`src/rtl/pipe_pkg.sv`:
```
// Shared pipeline encodings used by the hazard controller and its forwarding unit.
package pipe_pkg;

  // Result-source encoding that marks a load in EX.
  localparam logic [1:0] RESULT_SRC_MEM = 2'b01;

  // ALU operand forwarding selects.
  localparam logic [1:0] FWD_NONE = 2'b00;
  localparam logic [1:0] FWD_WB   = 2'b01;
  localparam logic [1:0] FWD_MEM  = 2'b10;

  // Memory-wait sequencer states.
  typedef enum logic {
    RUN      = 1'b0,
    MEM_WAIT = 1'b1
  } hz_state_t;

endpackage

```
`src/rtl/hazard_ctrl_forward_unit.sv`:
```
// Single-operand EX forwarding select; the MEM-stage producer wins over WB.
module forward_unit
  import pipe_pkg::*;
(
  input  logic [4:0] i_rs_e,
  input  logic       i_reg_write_m,
  input  logic [4:0] i_rd_m,
  input  logic       i_reg_write_w,
  input  logic [4:0] i_rd_w,
  output logic [1:0] o_fwd
);

  // Pick the youngest in-flight producer of the source register; x0 is never forwarded.
  always_comb begin
    o_fwd = FWD_NONE;
    if (i_reg_write_m && (i_rd_m != 5'd0) && (i_rd_m == i_rs_e)) begin
      o_fwd = FWD_MEM;
    end else if (i_reg_write_w && (i_rd_w != 5'd0) && (i_rd_w == i_rs_e)) begin
      o_fwd = FWD_WB;
    end else begin
      o_fwd = FWD_NONE;
    end
  end

endmodule

```
`src/rtl/hazard_ctrl.sv`:
```
// Hazard and sequencing controller for the 5-stage core: load-use stalls, branch
// flushes, EX forwarding, data-memory wait sequencing with timeout, debug counters.
module hazard_ctrl
  import pipe_pkg::*;
#(
  parameter int CNT_W       = 16,
  parameter int MEM_TIMEOUT = 255,
  parameter int TO_W        = 8
) (
  input  logic             clk,
  input  logic             rst,
  input  logic [4:0]       Rs1D,
  input  logic [4:0]       Rs2D,
  input  logic [4:0]       Rs1E,
  input  logic [4:0]       Rs2E,
  input  logic [4:0]       RdE,
  input  logic [1:0]       resultSrcE,
  input  logic             pcSrcE,
  input  logic             regWriteM,
  input  logic [4:0]       RdM,
  input  logic             regWriteW,
  input  logic [4:0]       RdW,
  input  logic             memReqM,
  input  logic             memReadyM,
  output logic             stallF,
  output logic             stallD,
  output logic             stallE,
  output logic             stallM,
  output logic             flushD,
  output logic             flushE,
  output logic             flushW,
  output logic [1:0]       forwardAE,
  output logic [1:0]       forwardBE,
  output logic             memErr,
  output logic [CNT_W-1:0] stallCount,
  output logic [CNT_W-1:0] flushCount
);

  localparam logic [TO_W-1:0]  LP_TIMEOUT  = TO_W'(MEM_TIMEOUT);
  localparam logic [TO_W-1:0]  LP_WAIT_ONE = TO_W'(1);
  localparam logic [CNT_W-1:0] LP_CNT_ONE  = CNT_W'(1);
  localparam logic [CNT_W-1:0] LP_CNT_MAX  = {CNT_W{1'b1}};

  hz_state_t        r_state;
  logic [TO_W-1:0]  r_wait_cnt;
  logic             r_mem_err;
  logic [CNT_W-1:0] r_stall_cnt;
  logic [CNT_W-1:0] r_flush_cnt;

  logic [1:0] w_fwd_a;
  logic [1:0] w_fwd_b;
  logic       w_lw_stall;
  logic       w_timeout_hit;
  logic       w_mem_stall;

  forward_unit u_fwd_a (
    .i_rs_e        (Rs1E),
    .i_reg_write_m (regWriteM),
    .i_rd_m        (RdM),
    .i_reg_write_w (regWriteW),
    .i_rd_w        (RdW),
    .o_fwd         (w_fwd_a)
  );

  forward_unit u_fwd_b (
    .i_rs_e        (Rs2E),
    .i_reg_write_m (regWriteM),
    .i_rd_m        (RdM),
    .i_reg_write_w (regWriteW),
    .i_rd_w        (RdW),
    .o_fwd         (w_fwd_b)
  );

  assign w_lw_stall    = (resultSrcE == RESULT_SRC_MEM) && (RdE != 5'd0) &&
                         ((RdE == Rs1D) || (RdE == Rs2D));
  assign w_timeout_hit = (r_state == MEM_WAIT) && (r_wait_cnt == LP_TIMEOUT);
  // A timed-out access stops stalling on the timeout cycle itself.
  assign w_mem_stall   = memReqM && !memReadyM && !w_timeout_hit;

  // Pipeline stall/flush/forward controls; a memory stall freezes the whole front
  // and holds off EX flushes so a pending pcSrcE applies once the pipe moves again.
  always_comb begin
    stallF    = 1'b0;
    stallD    = 1'b0;
    stallE    = 1'b0;
    stallM    = 1'b0;
    flushD    = 1'b0;
    flushE    = 1'b0;
    flushW    = 1'b0;
    forwardAE = FWD_NONE;
    forwardBE = FWD_NONE;
    if (rst) begin
      flushD = 1'b1;
      flushE = 1'b1;
      flushW = 1'b1;
    end else if (w_mem_stall) begin
      stallF    = 1'b1;
      stallD    = 1'b1;
      stallE    = 1'b1;
      stallM    = 1'b1;
      flushW    = 1'b1;
      forwardAE = w_fwd_a;
      forwardBE = w_fwd_b;
    end else begin
      stallF    = w_lw_stall;
      stallD    = w_lw_stall;
      flushD    = pcSrcE;
      flushE    = w_lw_stall | pcSrcE;
      forwardAE = w_fwd_a;
      forwardBE = w_fwd_b;
    end
  end

  // Memory-wait sequencer: counts consecutive wait cycles and forces release on timeout.
  always_ff @(posedge clk) begin
    if (rst) begin
      r_state    <= RUN;
      r_wait_cnt <= '0;
      r_mem_err  <= 1'b0;
    end else begin
      case (r_state)
        RUN: begin
          if (w_mem_stall) begin
            r_state    <= MEM_WAIT;
            r_wait_cnt <= LP_WAIT_ONE;
          end else begin
            r_wait_cnt <= '0;
          end
        end
        MEM_WAIT: begin
          if (!memReqM || memReadyM) begin
            r_state    <= RUN;
            r_wait_cnt <= '0;
          end else if (w_timeout_hit) begin
            r_state    <= RUN;
            r_wait_cnt <= '0;
            r_mem_err  <= 1'b1;
          end else begin
            r_wait_cnt <= r_wait_cnt + LP_WAIT_ONE;
          end
        end
        default: begin
          r_state    <= RUN;
          r_wait_cnt <= '0;
        end
      endcase
    end
  end

  // Saturating debug counters for stalled-fetch cycles and applied branch flushes.
  always_ff @(posedge clk) begin
    if (rst) begin
      r_stall_cnt <= '0;
      r_flush_cnt <= '0;
    end else begin
      if (stallF && (r_stall_cnt != LP_CNT_MAX)) begin
        r_stall_cnt <= r_stall_cnt + LP_CNT_ONE;
      end
      if (pcSrcE && !w_mem_stall && (r_flush_cnt != LP_CNT_MAX)) begin
        r_flush_cnt <= r_flush_cnt + LP_CNT_ONE;
      end
    end
  end

  assign memErr     = r_mem_err;
  assign stallCount = r_stall_cnt;
  assign flushCount = r_flush_cnt;

endmodule

```
`config.mk`:
```
export PLATFORM = sky130hd
export DESIGN_NAME = hazard_ctrl
export DESIGN_NICKNAME = d
export VERILOG_FILES = /design/src/rtl/pipe_pkg.sv /design/src/rtl/hazard_ctrl_forward_unit.sv /design/src/rtl/hazard_ctrl.sv
export SDC_FILE = /design/constraint.sdc
export NUM_CORES = 1
export LEC_CHECK = 0
export CAP_MARGIN = 10
export CORE_MARGIN = 10
export CORE_UTILIZATION = 41
export DETAILED_ROUTE_END_ITERATION = 10
export PLACE_DENSITY = 0.79
export SYNTH_ARGS = -nofsm -noshare
export SYNTH_HDL_FRONTEND = slang
export SYNTH_HIERARCHICAL = 1
export SYNTH_SLANG_ARGS = --single-unit
```
`constraint.sdc`:
```
create_clock -name clk -period 2.33 [get_ports clk]
set_clock_uncertainty 0.05 [all_clocks]
set_input_delay 0.3495 -clock clk [delete_from_list [all_inputs] [get_ports clk]]
set_output_delay 0.3495 -clock clk [all_outputs]
set_load 0.01 [all_outputs]
```
==> reports/metrics.csv, run 1 <==
stage,metric,value,unit
critical_path,path_depth,7,
critical_path,critPathMaxFanout,2,
final_layout,area_growth,49.7,%
critical_path,slowest_delay,450,ps
final_layout,diodes,0,
floorplanning,std_cell_rows,28,
timing,finalSetupViolCount,0,
final_layout,final_layout_size_suffix_gt1_share,17.2,%
drt,final_antenna_net_count,0,
logic_synthesis,yosys.area.top_type,dfxtp_1,
pwr,switching_share,25.3,%
job,drv_cap,0,
place,dpl.hpwl,5.73,mm
clock_network,root_buffer,clkbuf_8,
place,gp_congestion,0.781,
pwr,power_frac_comb,17.7,%
critical_path,cp_data_required_time,1930,ps
drt,drtIter0Drc,108,
logic_synthesis,netlist_instances,300,
global_routing,track_usage,14.6,%
floorplanning,core,5920,um^2
global_routing,grt-ovfl-total,0,
critical_path,crit_family,simple AND/OR/NAND/NOR gates,
drt,dr.pass1.iters,5,
logic_synthesis,ys_seq_area_share,33.5,%
critical_path,startpoint_type,input pin,
clock_network,clk_path_buf_depth,2,
critical_path,crit_start,memReqM,
pwr,cell_internal_pwr,0.00121,W
drt,wl_per_cell,15.1,um
final_layout,final_core_util,63.5,%
pwr,leakage,1.35,nW
floorplanning,initial_core_util,42.4,%
logic_synthesis,synth.distinct_cells,48,
timing,rsz0062_at_grt,false,
global_routing,antenna_found_initial,0,
critical_path,timing.rr.start,stallCount[0],
timing,slew_headroom,76.1,%
timing,tns,0,ps
clock_network,numCtsBuffers,5,
floorplanning,io_pins,88,
pwr,power.density,430,nW/um^2
timing,slew_viol_final,0,
clock_network,numClockSinks,42,
critical_path,path_buf_inv,2,
logic_synthesis,synth_area,2510,um^2
drt,wl,7.35,mm
logic_synthesis,ys_seq_elements,42,
clock_network,h-tree-depth,2,
critical_path,reg2reg_depth,8,
final_layout,fin_nets,459,
timing,worst_hold_slack,431,ps
clock_network,clk_pin_slew,90,ps
pwr,power.switching,0.000409,W
pwr,clockPowerShare,36.8,%
clock_network,clk_latency,300,ps
pwr,p_seq_share,45.4,%
logic_synthesis,syn-num-nets,347,
min_path,worstHoldStart,memErr,
logic_synthesis,yosysWarnings,6,
logic_synthesis,synth_flop_cell,dfxtp_1,
drt,drc_errors,0,
logic_synthesis,synth_edf_count,0,
min_path,min_path_type,register to register,
critical_path,path_cells,clkdlybuf4s50_1 > nor2b_4 > o31ai_4 > and2_4 > or2_2 > a31o_2 > buf_2,
critical_path,cp_slowest_cell,clkdlybuf4s50_1,
floorplanning,die_y,98.3,um
drt,vias_per_cell,5.30,
global_routing,grt_max_degree,18,
critical_path,crit_end,flushE,
drt,vias,2585,
critical_path,worstSetupPathType,input pin to output pin,
pwr,peakVddDrop,0.000341,V
global_routing,grt_pass1_vias,2618,
timing,hold_violations,0,
place,io_buffer_count,87,
outcome,status,"complete, no violations",
timing,worst_slew_pin_slew,359,ps
critical_path,r2r-end,stallCount[15],
clock_network,tritoncts,done,
critical_path,endpoint_kind,output pin,
logic_synthesis,async_flop_share,0,%
logic_synthesis,synth.top_cell.area_share,33.5,%
global_routing,grt_pass1_wl,12.1,mm
logic_synthesis,synthTopCellsByArea,"dfxtp_1, xnor2_1, nor2_1",
floorplanning,dieArea,9660,um^2
floorplanning,die_w,98.3,um
timing,timing.fmax,443,MHz
timing,period_needed,2260,ps
clock_network,hold_buffers,0,
logic_synthesis,syn-mean-instance-area,8.37,um^2
timing,period_share,96.8,%
critical_path,critPathArrivalTime,1860,ps
critical_path,r2r_setup_slack,240,ps
stage by stage:
step / power, W / worst slack, ps / std cells / instance area (um^2)
4_1_cts: 0.00163 / 8.73 / 487 / 3730
5_1_grt: 0.00167 / 0.486 / 488 / 3760
2_1_floorplan: 0.000871 / 304 / 300 / 2510
6_report: 0.00162 / 74.6 / 488 / 3760
3_5_place_dp: 0.00103 / -396 / 477 / 3600
3_3_place_gp: 0.00103 / -363 / 477 / 3600
layout make-up:
| type | instances | area [um^2] |
|---|---|---|
| fill | 520 | 2160 |
| multi-input combinational | 243 | 1640 |
| timing repair buffer | 115 | 1060 |
| sequential | 42 | 841 |
| tap | 75 | 93.8 |
| clock buffer | 5 | 68.8 |
| clock inverter | 3 | 43.8 |
| inverter | 5 | 18.8 |
worst min-delay path by stage:
| stage | end | slack [ps] | cells after the start |
|---|---|---|---|
| after global routing | memErr | 490 | 2 |
| after detailed placement | memErr | 420 | 2 |
| after global placement | memErr | 400 | 2 |
| after floorplan | r_wait_cnt[0] | 400 | 1 |
| after CTS | memErr | 440 | 2 |
| final | memErr | 430 | 2 |
metal layers:
| layer | track usage (%) | up-vias | routed length, um |
|---|---|---|---|
| met5 | 0 | - | 0 |
| met3 | 6.41 | 16 | 650 |
| met1 | 15.3 | 1192 | 3000 |
| met2 | 25.4 | 88 | 3530 |
| li1 | - | 1289 | - |
| met4 | 4.96 | 0 | 167 |
power groups by stage:
stage	combinational, W	clock (W)	sequential (W)
global route	0.000310	0.000626	0.000737
global placement	0.000277	0	0.000751
detailed placement	0.000283	0	0.000751
floorplan	0.000119	0	0.000752
CTS	0.000283	0.000607	0.000735
finish	0.000287	0.000596	0.000735
state kept, by name, summed over array words and instances (netlist names):
signal / cells
stallCount: 16
r_wait_cnt: 8
flushCount: 16
r_state: 1
memErr: 1
logic make-up after synthesis:
family | Yosys count | synth area share [%]
buffers and inverters | 15 | 3.14
muxes | 4 | 1.79
and+or+nand+nor | 144 | 30.6
adders and majority gates | 3 | 1.49
DFF | 42 | 33.5
AOI/OAI and AO/OA | 49 | 14.4
xor gates and xnor gates | 43 | 15.0
cell usage in the layout, fill, tap and decap left out, types with 8 or more instances in the layout:
| master | Yosys | final |
|---|---|---|
| a21oi_1 | 18 | 17 |
| o21ai_0 | 11 | 11 |
| clkdlybuf4s50_1 | 0 | 67 |
| nand4_1 | 8 | 8 |
| dlygate4sd2_1 | 0 | 9 |
| nor2_1 | 37 | 35 |
| or3_1 | 11 | 11 |
| nand3_1 | 24 | 24 |
| dfxtp_1 | 42 | 42 |
| buf_4 | 4 | 27 |
| xnor2_1 | 30 | 29 |
| xor2_1 | 13 | 13 |
| nand2_1 | 21 | 21 |
Yosys cell counts (4+ instances only):
library cell  count
a21oi_1          18
and3_1            5
buf_4             4
clkbuf_1          5
dfxtp_1          42
inv_1             5
nand2_1          21
nand3_1          24
nand4_1           8
nor2_1           37
nor2b_1           7
nor3_1            6
o21ai_0          11
o31ai_1           4
or3_1            11
or4_1             5
xnor2_1          30
xor2_1           13
what timing repair did:
item,in CTS,in global routing
cloned,0,0
pin swaps,4,4
gates resized for setup,31,16
endpoints found under the setup margin,11,10
setup buffers,2,1
worst reg2reg max path, stage by stage (launching register included):
cell	delay, ps
dfxtp_1	490
ha_1	280
nand4_1	160
nor4_4	230
nor2_1	120
a21oi_4	260
buf_4	180
nor4_1	50
o21ba_2	190
(Power assumes the default switching activity.)
==> run 2, diff against run 1 <==
--- a/config.mk
+++ b/config.mk
@@ -6,6 +6,7 @@
 export NUM_CORES = 1
 export LEC_CHECK = 0
 export CAP_MARGIN = 10
+export CORE_ASPECT_RATIO = 1.1
 export CORE_MARGIN = 10
 export CORE_UTILIZATION = 41
 export DETAILED_ROUTE_END_ITERATION = 10
@@ -14,3 +15,4 @@
 export SYNTH_HDL_FRONTEND = slang
 export SYNTH_HIERARCHICAL = 1
 export SYNTH_SLANG_ARGS = --single-unit
+export TNS_END_PERCENT = 10
==> reports/metrics.csv, run 2 (synthesized netlist as in run 1, its figures left out) <==
stage,metric,value,unit,change
timing,tns,-37.1,ps,was 0 ps
place,io_buffer_count,87,,unchanged
critical_path,cp_slowest_cell,clkdlybuf4s50_1,,unchanged
pwr,peakVddDrop,0.000338,V,was 0.000341 V
global_routing,grt-ovfl-total,0,,unchanged
global_routing,grt_max_degree,18,,unchanged
place,placed_cell_area,3610,um^2,was 3600 um^2
global_routing,track_usage,14.9,%,was 14.6%
drt,vias,2591,,"was 2,585"
drt,wl,7.28,mm,was 7.35 mm
global_routing,antenna_found_initial,0,,unchanged
timing,worst_slack,-37.1,ps,was 74.6 ps
drt,dr.pass1.iters,4,,was 5
timing,rsz0062_at_grt,true,,was false
clock_network,tritoncts,done,,unchanged
critical_path,path_cells,clkdlybuf4s50_1 > nor4_1 > nor3_1 > a21oi_1 > nor3_2 > nor2b_1 > dlygate4sd2_1,,was clkdlybuf4s50_1 > nor2b_4 > o31ai_4 > and2_4 > or2_2 > a31o_2 > buf_2
place,dp_cells,479,,was 477
timing,hold_violations,0,,unchanged
final_layout,fin_nets,458,,was 459
drt,drtIter0Drc,106,,was 108
clock_network,root_buffer,clkbuf_8,,unchanged
critical_path,critPathMaxFanout,3,,was 2
critical_path,startpoint_type,input pin,,unchanged
final_layout,final_core_util,64.8,%,was 63.5%
timing,slew_viol_final,0,,unchanged
clock_network,numCtsBuffers,5,,unchanged
clock_network,numClockSinks,42,,unchanged
job,drv_cap,0,,unchanged
floorplanning,die_w,94.6,um,was 98.3 um
final_layout,area_growth,50.7,%,was 49.7%
global_routing,grt_pass1_wl,11.8,mm,was 12.1 mm
final_layout,mostFrequentLayoutCells,"clkdlybuf4s50_1, dfxtp_1, nor2_1, xnor2_1, buf_4",,unchanged
final_layout,fin_cells,489,,was 488
pwr,power.density,453,nW/um^2,was 430 nW/um^2
critical_path,path_buf_inv,2,,unchanged
timing,slew_headroom,76.1,%,about the same
place,dpl.hpwl,5.76,mm,was 5.73 mm
critical_path,worstSetupPathType,input pin to output pin,,unchanged
outcome,violations,setup timing,,
global_routing,gr-usage-met3,6.82,%,was 6.41%
final_layout,fin_area,3780,um^2,was 3760 um^2
critical_path,slowest_delay,500,ps,was 450 ps
drt,drc_errors,0,,unchanged
clock_network,clk_latency,300,ps,about the same
clock_network,h-tree-depth,2,,unchanged
global_routing,use_met1,15.2,%,was 15.3%
drt,vias_per_cell,5.30,,about the same
min_path,min_path_type,register to register,,unchanged
place,gp_congestion,0.831,,was 0.781
timing,finalSetupViolCount,1,,was 0
clock_network,clk_pin_slew,80,ps,was 90 ps
final_layout,diodes,0,,unchanged
critical_path,r2r_setup_slack,230,ps,was 240 ps
pwr,leakage,1.37,nW,was 1.35 nW
floorplanning,initial_core_util,43.0,%,was 42.4%
critical_path,crit_family,buffers and inverters,,was simple AND/OR/NAND/NOR gates
final_layout,final_layout_size_suffix_gt1_share,15.8,%,was 17.2%
floorplanning,std_cell_rows,29,,was 28
floorplanning,dieArea,9660,um^2,about the same
clock_network,clk_path_buf_depth,2,,unchanged
floorplanning,core,5840,um^2,was 5920 um^2
critical_path,critPathArrivalTime,1970,ps,was 1860 ps
timing,worst_slew_pin_slew,358,ps,was 359 ps
global_routing,grt_pass1_vias,2599,,"was 2,618"
final_layout,final_common_cell,clkdlybuf4s50_1,,unchanged
global_routing,busiest_layer,met2,,unchanged
timing,timing.fmax,422,MHz,was 443 MHz
global_routing,grt_util_met2,27.2,%,was 25.4%
critical_path,endpoint_kind,output pin,,unchanged
timing,period_share,102,%,was 96.8%
floorplanning,die_y,102,um,was 98.3 um
place,pre_cts_ws,-414,ps,was -396 ps
outcome,status,finished with violations,,"was complete, no violations"
critical_path,cp_data_required_time,1930,ps,about the same
floorplanning,io_pins,88,,unchanged
drt,wl_per_cell,14.9,um,was 15.1 um
timing,period_needed,2370,ps,was 2260 ps
drt,final_antenna_net_count,0,,unchanged
run 2: cell count changes in the layout (fill, tap and decap cells not counted), moves of 2 or more:
cell / change
buf_4: -2
clkdlybuf4s50_1: -2
dlygate4sd2_1: +5
clkbuf_2: -2
run 2: worst paths after layout:
kind	end	cells after the start	start
hold reg to reg	memErr	2	memErr
setup / recovery	forwardAE[0]	7	Rs1E[0]
hold / removal	memErr	2	memErr
setup reg to reg	stallCount[13]	10	r_wait_cnt[0]
run 2: metal layers:
| metal | vias to the layer above | share of wire, % |
|---|---|---|
| met5 | - | 0 |
| met4 | 0 | 1.1 |
| met3 | 9 | 8.6 |
| met2 | 76 | 51 |
| met1 | 1214 | 39 |
| li1 | 1292 | - |
run 2: through the flow:
step,hold slack (ps),power [W]
floorplan,404,0.000871
global placement,430,0.00103
detailed placement,434,0.00104
CTS,454,0.00172
global route,476,0.00179
finish,452,0.00171
run 2: what timing repair did:
| action | CTS | global route |
|---|---|---|
| setup buffers | 0 | 2 |
| setup endpoints to repair | 11 | 11 |
| pin swaps | 4 | 4 |
| hold buffers | 0 | 0 |
| gates resized for setup | 27 | 14 |
run 2: area by class of cell:
| class | instances | area, um^2 |
|---|---|---|
| Clock buffer | 5 | 68.8 |
| Clock inverter | 3 | 68.8 |
| Fill cell | 506 | 2060 |
| Inverter | 5 | 18.8 |
| Multi-Input combinational cell | 243 | 1630 |
| Sequential cell | 42 | 841 |
| Tap cell | 77 | 96.3 |
| Timing Repair Buffer | 114 | 1060 |
run 2: where the power goes:
group          leakage, nW  switching, W  internal, W
clock               0.0683      0.000265     0.000429
combinational        0.960      0.000126     0.000163
sequential           0.339    0.00000698     0.000725
total                 1.37      0.000398      0.00132
run 2: worst register-to-register path, stage by stage (launching register included):
cell and delay, ps:
dfxtp_1 320, ha_1 230, nand3_2 100, o31ai_4 70, buf_6 140, buf_4 130, nor2_1 180, a21oi_4 70
buf_6 150, or4_1 470, a21oi_1 140
